<file path="src/rtl/resize_gain_ctrl.sv">
`default_nettype none
//============================================================================
// Module   : resize_gain_ctrl
// Brief    : Automatic gain controller for the runtime-shift resizer. Each
//            measurement window tracks the peak lane magnitude and the
//            resizer warning count, then steps the shift by +1, -1 or holds
//            it. Measurement is blanked while the resizer pipeline flushes.
//            Optional window statistics outputs: RESIZE_GAIN_CTRL_STATS_EN.
// Revision : 1.0 - initial release
//============================================================================
module resize_gain_ctrl #(
    parameter int DOUT_WIDTH    = 9,
    parameter int PARALLEL      = 4,
    parameter int SHIFT_W       = 5,
    parameter int SHIFT_MIN     = -8,
    parameter int SHIFT_MAX     = 8,
    parameter int SHIFT_INIT    = 0,
    parameter int WINDOW        = 1024,
    parameter int SETTLE_CYCLES = 4,
    parameter int HEADROOM_BITS = 1,
    parameter int OVF_LIMIT     = 1
) (
    input  logic                           clk,
    input  logic                           rst_n,
    input  logic                           enable,
    input  logic [DOUT_WIDTH*PARALLEL-1:0] dout_mon,
    input  logic                           dout_mon_valid,
    input  logic                           warning_in,
    output logic signed [SHIFT_W-1:0]      shift_out,
    output logic                           shift_update,
    output logic                           locked,
    output logic                           at_rail
`ifdef RESIZE_GAIN_CTRL_STATS_EN
    ,
    output logic [DOUT_WIDTH:0]            stat_peak,
    output logic [15:0]                    stat_warn
`endif
);

    localparam int BEAT_W   = $clog2(WINDOW + 1);
    localparam int WARN_W   = $clog2(OVF_LIMIT + 1);
    localparam int SETTLE_W = (SETTLE_CYCLES > 1) ? $clog2(SETTLE_CYCLES) : 1;

    localparam logic [BEAT_W-1:0]       c_BEAT_LAST   = BEAT_W'(WINDOW - 1);
    localparam logic [WARN_W-1:0]       c_WARN_LIMIT  = WARN_W'(OVF_LIMIT);
    localparam logic [SETTLE_W-1:0]     c_SETTLE_LAST = SETTLE_W'(SETTLE_CYCLES - 1);
    // Peak below this leaves at least HEADROOM_BITS spare above one extra bit
    localparam logic [DOUT_WIDTH-1:0]   c_LOW_THRESH  = DOUT_WIDTH'(1 << (DOUT_WIDTH - 2 - HEADROOM_BITS));
    localparam logic signed [SHIFT_W:0] c_SHIFT_MIN_X = (SHIFT_W + 1)'(SHIFT_MIN);
    localparam logic signed [SHIFT_W:0] c_SHIFT_MAX_X = (SHIFT_W + 1)'(SHIFT_MAX);
    localparam logic signed [SHIFT_W-1:0] c_SHIFT_INIT = SHIFT_W'(SHIFT_INIT);

    typedef enum logic [1:0] {
        S_IDLE    = 2'd0,
        S_MEASURE = 2'd1,
        S_DECIDE  = 2'd2,
        S_SETTLE  = 2'd3
    } state_t;

    state_t                     r_state;
    state_t                     w_state_nxt;
    logic [BEAT_W-1:0]          r_beat_cnt,   w_beat_nxt;
    logic [DOUT_WIDTH-1:0]      r_peak,       w_peak_nxt;
    logic [WARN_W-1:0]          r_warn_cnt,   w_warn_nxt;
    logic [SETTLE_W-1:0]        r_settle_cnt, w_settle_nxt;
    logic signed [SHIFT_W-1:0]  r_shift,      w_shift_nxt;
    logic                       r_shift_update, w_upd_nxt;
    logic                       r_locked,     w_locked_nxt;
    logic                       r_at_rail,    w_rail_nxt;

    logic [DOUT_WIDTH-1:0]      w_lane;
    logic [DOUT_WIDTH-1:0]      w_lane_abs;
    logic [DOUT_WIDTH-1:0]      w_beat_peak;
    logic signed [SHIFT_W:0]    w_shift_ext;
    logic signed [SHIFT_W:0]    w_shift_dn;
    logic signed [SHIFT_W:0]    w_shift_up;
    logic                       w_want_dec;
    logic                       w_want_inc;

    // Largest lane magnitude in the current beat; the unsigned view of the
    // negated most-negative code is exactly 2^(DOUT_WIDTH-1), so no wrap.
    always_comb begin
        w_lane      = '0;
        w_lane_abs  = '0;
        w_beat_peak = '0;
        for (int i = 0; i < PARALLEL; i++) begin
            w_lane     = dout_mon[i*DOUT_WIDTH +: DOUT_WIDTH];
            w_lane_abs = w_lane[DOUT_WIDTH-1] ? (~w_lane + DOUT_WIDTH'(1)) : w_lane;
            if (w_lane_abs > w_beat_peak) begin
                w_beat_peak = w_lane_abs;
            end
        end
    end

    // Candidate shifts one step either way, one bit wider so rails compare cleanly
    assign w_shift_ext = {r_shift[SHIFT_W-1], r_shift};
    assign w_shift_dn  = w_shift_ext - (SHIFT_W + 1)'(1);
    assign w_shift_up  = w_shift_ext + (SHIFT_W + 1)'(1);
    // Overflow evidence outranks a low peak in the same window
    assign w_want_dec  = (r_warn_cnt >= c_WARN_LIMIT);
    assign w_want_inc  = !w_want_dec && (r_peak < c_LOW_THRESH);

    // Next-state and next-output decode
    always_comb begin
        w_state_nxt  = r_state;
        w_beat_nxt   = r_beat_cnt;
        w_peak_nxt   = r_peak;
        w_warn_nxt   = r_warn_cnt;
        w_settle_nxt = r_settle_cnt;
        w_shift_nxt  = r_shift;
        w_upd_nxt    = 1'b0;
        w_locked_nxt = r_locked;
        w_rail_nxt   = r_at_rail;

        case (r_state)
            S_IDLE: begin
                if (enable) begin
                    w_state_nxt = S_MEASURE;
                end
            end
            S_MEASURE: begin
                if (warning_in && (r_warn_cnt < c_WARN_LIMIT)) begin
                    w_warn_nxt = r_warn_cnt + WARN_W'(1);
                end
                if (dout_mon_valid) begin
                    w_beat_nxt = r_beat_cnt + BEAT_W'(1);
                    if (w_beat_peak > r_peak) begin
                        w_peak_nxt = w_beat_peak;
                    end
                    if (r_beat_cnt == c_BEAT_LAST) begin
                        w_state_nxt = S_DECIDE;
                    end
                end
            end
            S_DECIDE: begin
                w_beat_nxt = '0;
                w_peak_nxt = '0;
                w_warn_nxt = '0;
                if (w_want_dec || w_want_inc) begin
                    w_locked_nxt = 1'b0;
                    if (w_want_dec && (w_shift_dn >= c_SHIFT_MIN_X)) begin
                        w_shift_nxt = w_shift_dn[SHIFT_W-1:0];
                        w_upd_nxt   = 1'b1;
                        w_rail_nxt  = 1'b0;
                        w_state_nxt = S_SETTLE;
                    end else if (w_want_inc && (w_shift_up <= c_SHIFT_MAX_X)) begin
                        w_shift_nxt = w_shift_up[SHIFT_W-1:0];
                        w_upd_nxt   = 1'b1;
                        w_rail_nxt  = 1'b0;
                        w_state_nxt = S_SETTLE;
                    end else begin
                        w_rail_nxt  = 1'b1;
                        w_state_nxt = S_MEASURE;
                    end
                end else begin
                    w_locked_nxt = 1'b1;
                    w_rail_nxt   = 1'b0;
                    w_state_nxt  = S_MEASURE;
                end
            end
            S_SETTLE: begin
                if (r_settle_cnt == c_SETTLE_LAST) begin
                    w_settle_nxt = '0;
                    w_state_nxt  = S_MEASURE;
                end else begin
                    w_settle_nxt = r_settle_cnt + SETTLE_W'(1);
                end
            end
            default: begin
                w_state_nxt = S_IDLE;
            end
        endcase

        // Run control overrides everything; a pending decision is dropped
        if (!enable) begin
            w_state_nxt  = S_IDLE;
            w_beat_nxt   = '0;
            w_peak_nxt   = '0;
            w_warn_nxt   = '0;
            w_settle_nxt = '0;
            w_shift_nxt  = r_shift;
            w_upd_nxt    = 1'b0;
            w_locked_nxt = r_locked;
            w_rail_nxt   = r_at_rail;
        end
    end

    // State register
    always_ff @(posedge clk or negedge rst_n) begin
        if (!rst_n) begin
            r_state <= S_IDLE;
        end else begin
            r_state <= w_state_nxt;
        end
    end

    // Accumulators and registered outputs
    always_ff @(posedge clk or negedge rst_n) begin
        if (!rst_n) begin
            r_beat_cnt     <= '0;
            r_peak         <= '0;
            r_warn_cnt     <= '0;
            r_settle_cnt   <= '0;
            r_shift        <= c_SHIFT_INIT;
            r_shift_update <= 1'b0;
            r_locked       <= 1'b0;
            r_at_rail      <= 1'b0;
        end else begin
            r_beat_cnt     <= w_beat_nxt;
            r_peak         <= w_peak_nxt;
            r_warn_cnt     <= w_warn_nxt;
            r_settle_cnt   <= w_settle_nxt;
            r_shift        <= w_shift_nxt;
            r_shift_update <= w_upd_nxt;
            r_locked       <= w_locked_nxt;
            r_at_rail      <= w_rail_nxt;
        end
    end

    assign shift_out    = r_shift;
    assign shift_update = r_shift_update;
    assign locked       = r_locked;
    assign at_rail      = r_at_rail;

`ifdef RESIZE_GAIN_CTRL_STATS_EN
    logic [15:0]           r_warn_full;
    logic [15:0]           w_warn_full_nxt;
    logic [DOUT_WIDTH:0]   r_stat_peak;
    logic [15:0]           r_stat_warn;

    // Full-range warning count for the window, saturating at 16 bits
    always_comb begin
        w_warn_full_nxt = r_warn_full;
        if (!enable || (r_state == S_DECIDE)) begin
            w_warn_full_nxt = '0;
        end else if ((r_state == S_MEASURE) && warning_in && (r_warn_full != 16'hFFFF)) begin
            w_warn_full_nxt = r_warn_full + 16'd1;
        end
    end

    // Snapshot window statistics when a decision is actually taken
    always_ff @(posedge clk or negedge rst_n) begin
        if (!rst_n) begin
            r_warn_full <= '0;
            r_stat_peak <= '0;
            r_stat_warn <= '0;
        end else begin
            r_warn_full <= w_warn_full_nxt;
            if ((r_state == S_DECIDE) && enable) begin
                r_stat_peak <= {1'b0, r_peak};
                r_stat_warn <= r_warn_full;
            end
        end
    end

    assign stat_peak = r_stat_peak;
    assign stat_warn = r_stat_warn;
`else
    // Statistics disabled: only the saturating OVF_LIMIT counter exists
`endif

endmodule
`default_nettype wire

</file>
<file path="config.mk">
export PLATFORM = sky130hd
export DESIGN_NAME = resize_gain_ctrl
export DESIGN_NICKNAME = d
export VERILOG_FILES = /design/src/rtl/resize_gain_ctrl.sv
export SDC_FILE = /design/constraint.sdc
export NUM_CORES = 1
export LEC_CHECK = 0
export ABC_AREA = 1
export BUFFER_PORTS_ARGS = -buffer_cell sky130_fd_sc_hd__buf_2
export CORE_ASPECT_RATIO = 1.2
export CORE_MARGIN = 3
export CORE_UTILIZATION = 55
export CTS_CLUSTER_SIZE = 12
export DETAILED_ROUTE_END_ITERATION = 10
export PLACE_DENSITY = 0.8
export SYNTH_ARGS = -nofsm -noshare
export SYNTH_HDL_FRONTEND = slang
export SYNTH_SLANG_ARGS = --single-unit
</file>
<file path="constraint.sdc">
create_clock -name clk -period 2 [get_ports clk]
set_clock_uncertainty 0.1 [all_clocks]
set_input_delay 0.1 -clock clk [delete_from_list [all_inputs] [get_ports clk]]
set_output_delay 0.1 -clock clk [all_outputs]
set_load 0.03 [all_outputs]
</file>
==> key figures, run 1 <==
Clock tree
  – H-Tree Depth: 2
  – Root Buffer: clkbuf_8
  – TritonCTS buffer count: 5
  – Longest Clk Path Bufs: 2
  – TritonCTS Sinks: 33

Placed design
  – Routability cong.: 0.915
  – IO Port Bufs: 48
  – Hpwl dp: 9070 µm

Timing
  – Crit. endpoint post-GRT repair: r_peak[3]$_DFFE_PN0P_/D
  – Worst endpoint type: register data pin

Outcome
  – Last stage: global routing
  – Tool Error: [ERROR DPL-0038] Utilization greater than 100%, impossible to legalize
  – Status: stopped before the end

Logic synthesis
  – Synth unique cells: 44
  – Mapped Cells: a little over 600
  – Synthesized cell area: roughly 0.0041 mm²
  – #FFs+latches synth: 33
  – Main area contributors after synthesis: dfrtp_1 (20%), nand2_1 (16%), ha_1 (15%)
  – Synth Flop Type: dfrtp_1
  – Biggest area consumer among synthesized cells: dfrtp_1
  – Number of synthesized flops with an enable pin: 0
  – Syn nets: 706
  – Avg Cell Area, Syn: 6.58 µm²
  – Seq/Total Area, Yosys: around a fifth
  – Ys Warns: 0
  – Asr flop ratio synth: 100%
  – Synth top area share: 20.4%

Die
  – Boundary Pins: 49
  – Die W: ~84 µm
  – Site row count: 33
  – Starting density of the core: just under 60%
  – Die H: between 100 and 150 µm

Global routing
  – Pin count of the biggest net entering global routing: 34
[cells in the mapped netlist (all sizes together) (2+ instances only)]
library cell	n
o31ai	2
or2	2
o211ai	2
inv	108
nor3	9
o21a	3
o21ai	27
and2	15
buf	4
nor2	36
ha	48
nand4	12
nand2	196
xor2	21
a21oi	19
nand3	62
clkbuf	2
nand3b	8
a31oi	2
dfrtp	33
[cells by family after synthesis]
group | Yosys count | synth area share, %
AOI/OAI and AO/OA | 57 | 7.99
xor gates and xnor gates | 22 | 4.93
adders and majority gates | 48 | 14.8
buffers and inverters | 115 | 11.3
DFF | 33 | 20.4
and+or+nand+nor | 342 | 40.7
[metrics by stage]
| step | setup WS [ns] | hold slack (ns) | std cells | area, µm² | setup TNS [ns] |
|---|---|---|---|---|---|
| after floorplan | -3.04 | -0.296 | 617 | 4230 | -27.33 |
| after global placement | -3.69 | 0.0970 | 858 | 5380 | -33.06 |
| after detailed placement | -4.04 | 0.0954 | 858 | 5380 | -36.19 |
| after CTS | -3.33 | 0.0143 | 899 | 6430 | -29.68 |
[what timing repair did]
action                                  CTS
pin swaps                                89
hold buffers                              1
hold endpoints to repair                 33
setup buffers                            31
gates resized for setup                 140
gates cloned                              4
endpoints found under the setup margin    9
==> run 2: changes to the inputs <==
--- a/config.mk
+++ b/config.mk
@@ -7,12 +7,10 @@
 export LEC_CHECK = 0
 export ABC_AREA = 1
 export BUFFER_PORTS_ARGS = -buffer_cell sky130_fd_sc_hd__buf_2
-export CORE_ASPECT_RATIO = 1.2
 export CORE_MARGIN = 3
-export CORE_UTILIZATION = 55
-export CTS_CLUSTER_SIZE = 12
+export CORE_UTILIZATION = 40
 export DETAILED_ROUTE_END_ITERATION = 10
-export PLACE_DENSITY = 0.8
+export PLACE_DENSITY_LB_ADDON = 0.15
 export SYNTH_ARGS = -nofsm -noshare
 export SYNTH_HDL_FRONTEND = slang
 export SYNTH_SLANG_ARGS = --single-unit
==> run 2 against run 1 <==
Compared with the run above: the flow now finishes, with violations (setup timing); synthesized cell count did not move; area after synthesis did not move.
==> key figures, run 2 <==
Global routing
  – Initial antenna violation count: 0
  – GR Overflow Total: 0
  – First-pass GRT wire length: between 20000 and 25000 µm
  – Vias in the first global route: 4671
  – Pin count of the biggest net entering global routing: 34
  – Global Route Usage Sum: between 20% and 30%

Clock tree
  – Worst-path clk slew: 0.07 ns
  – H-Tree Depth: 2 (unchanged)
  – Root Buffer: clkbuf_8
  – TritonCTS Sinks: 33 (unchanged)
  – CTS tree: built
  – Longest Clk Path Bufs: 2 (unchanged)
  – TritonCTS buffer count: 5 (unchanged)
  – Skew-Pair Late Insertion Delay: 0.29 ns

Placed design
  – Routability cong.: 0.931 (+1.7%)
  – Dpl cells: 911 (+6.2%)
  – Hpwl dp: 9000 µm (-0.77%)
  – IO Port Bufs: 48 (unchanged)
  – Place WS: -3.91 ns (+0.133 ns)

Timing
  – PnR worst setup slack: -3.56 ns
  – Final Max Slew Viols: 0
  – RSZ-0062 raised after global routing: true
  – Fmax: 180 MHz
  – Worst slew pin tran: 0.752 ns
  – Endpoints failing setup: 9
  – Fin crit period: ~5.6 ns
  – Fraction of the cycle the final worst path needs: 278%
  – Final Hold Viols: 0
  – Worst slew margin: 49.9%

Die
  – Die H: 107 µm (+6.6%)
  – Site row count: 36 (+9.1%)
  – Die W: 107 µm (+26%)
  – Starting density of the core: 41.3% (-17 points)
  – Core ar.: 0.00982 mm²
  – Boundary Pins: 49 (unchanged)
  – Die area: 0.0114 mm²

Worst setup path
  – Critical path arrival: between 5 and 6 ns
  – Crit-path max cell delay: 0.28 ns
  – R2R setup slack: ~0.060 ns
  – FF-to-FF Start: r_peak[7]
  – R2R depth: 10
  – Critical Path Sink Type: flip-flop
  – Worst Path Class, Setup: primary input to flip-flop
  – FF-to-FF End: r_peak[5]
  – Critical path peak fanout: 6
  – Slowest-stage cell, CP: ha_4
  – CP most frequent cell: nand2_2
  – Setup crit start kind: primary input
  – CP Data Required Time: 2.13 ns

Logic synthesis
  – Mapped Cells: 617 (unchanged)
  – Synth unique cells: 44 (unchanged)
  – Syn nets: 706 (unchanged)
  – Ys Warns: 0 (unchanged)
  – Synth Flop Type: dfrtp_1
  – Synthesized cell area: 0.00406 mm² (unchanged)
  – Synth top area share: 20.4% (unchanged)
  – Asr flop ratio synth: 100% (unchanged)
  – Avg Cell Area, Syn: 6.58 µm² (unchanged)
  – Main area contributors after synthesis: dfrtp_1 (20%), nand2_1 (16%), ha_1 (15%)
  – Biggest area consumer among synthesized cells: dfrtp_1
  – #FFs+latches synth: 33 (unchanged)
  – Most numerous cell in the Yosys netlist: nand2_1
  – Post-synth top cells: nand2_1 (175), inv_1 (102), nand3_1 (57)
  – Seq/Total Area, Yosys: 20.4% (unchanged)
  – Number of synthesized flops with an enable pin: 0 (unchanged)

Pwr
  – Leak Pwr: 3.61 nW
  – Power Total: 8.12 mW
  – Peak VDD IR: 0.576 mV
  – Cell Pwr Density: 1170 mW/mm²

Min path
  – Hold depth: 4
  – Worst Hold End: r_warn_cnt
  – Hold Crit Class: primary input to flip-flop
  – Hold Startpoint: warning_in

Routing
  – Iteration-0 DRC Markers: 216
  – DRC viols: 0
  – Routed len/inst: 14.1 µm
  – Pre-antenna DRT Iters: 5
  – Top Layer Used: met4
  – Drt via density: 4.99
  – Metal3 WL: around 510 µm
  – Final wirelength: 13600 µm
  – Via count: 4807
  – DRT met1 WL: 5410 µm
  – Met2 wire length: roughly 7300 µm
  – Number of routed nets with antenna violations: 0

Final layout
  – Biggest register: r_beat_cnt
  – Non-filler instance count after layout: 964
  – Commonest non-fill, non-tap cell in the layout: buf_4
  – Max FFs per register: 11
  – Share of cells above drive strength 1: ~50%
  – Ant. Diodes: 0
  – Area delta synth->final: 71.5%
  – Commonest cells after routing, fill and taps aside: buf_4 (149), nand2_1 (129), inv_1 (86)
  – Nets: a little over 900

Outcome
  – Status: finished, violations left
  – Violated checks: setup timing

Flow run
  – Max Cap Violations: 0
-- run 2: cell counts after synthesis --
Identical to the previous run, type by type.
-- run 2: logic make-up after synthesis --
logic type               Yosys count  synth area share, %
buffers and inverters            115                 11.3
AO/OA/AOI/OAI                     57                 7.99
XOR/XNOR                          22                 4.93
adder cells (fa/ha/maj)           48                 14.8
flip-flops                        33                 20.4
AND/OR/NAND/NOR                  342                 40.7
-- run 2: how the worst max path moves through the flow --
stage                end   startpoint  slack (ns)
2_1_floorplan  r_peak[0]  dout_mon[1]       -3.04
3_3_place_gp   r_peak[7]  dout_mon[1]       -3.82
3_5_place_dp   r_peak[6]  dout_mon[1]       -3.91
4_1_cts        r_peak[5]  dout_mon[0]       -3.26
5_1_grt        r_peak[5]  dout_mon[1]       -3.88
6_report       r_peak[5]  dout_mon[1]       -3.56
-- run 2: power breakdown --
part | switching [mW] | internal, mW
sequential | 0.207 | 0.859
clock | 0.252 | 0.406
combinational | 3.40 | 3.00
total | 3.86 | 4.27
-- run 2: metrics by stage --
step	utilization (%)	hold slack, ns	setup TNS (ns)	instance area, µm²
2_1_floorplan	-	-0.296	-27.33	4230
3_3_place_gp	56.0	0.110	-34.21	5500
3_5_place_dp	56.0	0.115	-35.10	5500
4_1_cts	65.4	0.115	-29.15	6430
5_1_grt	70.9	0.135	-34.54	6960
6_report	70.9	0.117	-31.78	6960
-- run 2: final cells by class --
class                      count  area [µm²]
multi-input combinational    474        3890
sequential                    33         827
inverter                     109         454
timing repair buffer         206        1500
fill                         760        2860
tap                          133         166
timing repair inverter         1        6.26
clock buffer                   7        86.3
clock inverter                 1        30.0
-- run 2: critical path: cells and delay by family --
| family | cells | cell delay, ns |
|---|---|---|
| buffers and inverters | 7 | 0.71 |
| AO/OA/AOI/OAI | 4 | 0.82 |
| adder cells (fa/ha/maj) | 5 | 1.17 |
| AND/OR/NAND/NOR | 28 | 2.85 |
-- run 2: what timing repair did --
item	4_1_cts	5_1_grt
hold buffers	2	0
setup endpoints to repair	9	16
buffers inserted	24	13
resized for setup	109	92
endpoints found under the hold margin	34	0
pin swaps	72	73
gates cloned	6	0
-- run 2: per-layer routing --
metal	vias up	global-route usage (%)
met3	37	1.93
met1	2245	26.2
met4	0	7.31
li1	2403	-
met5	-	0
met2	122	41.1
No activity file was read; power rests on OpenSTA's default activity.
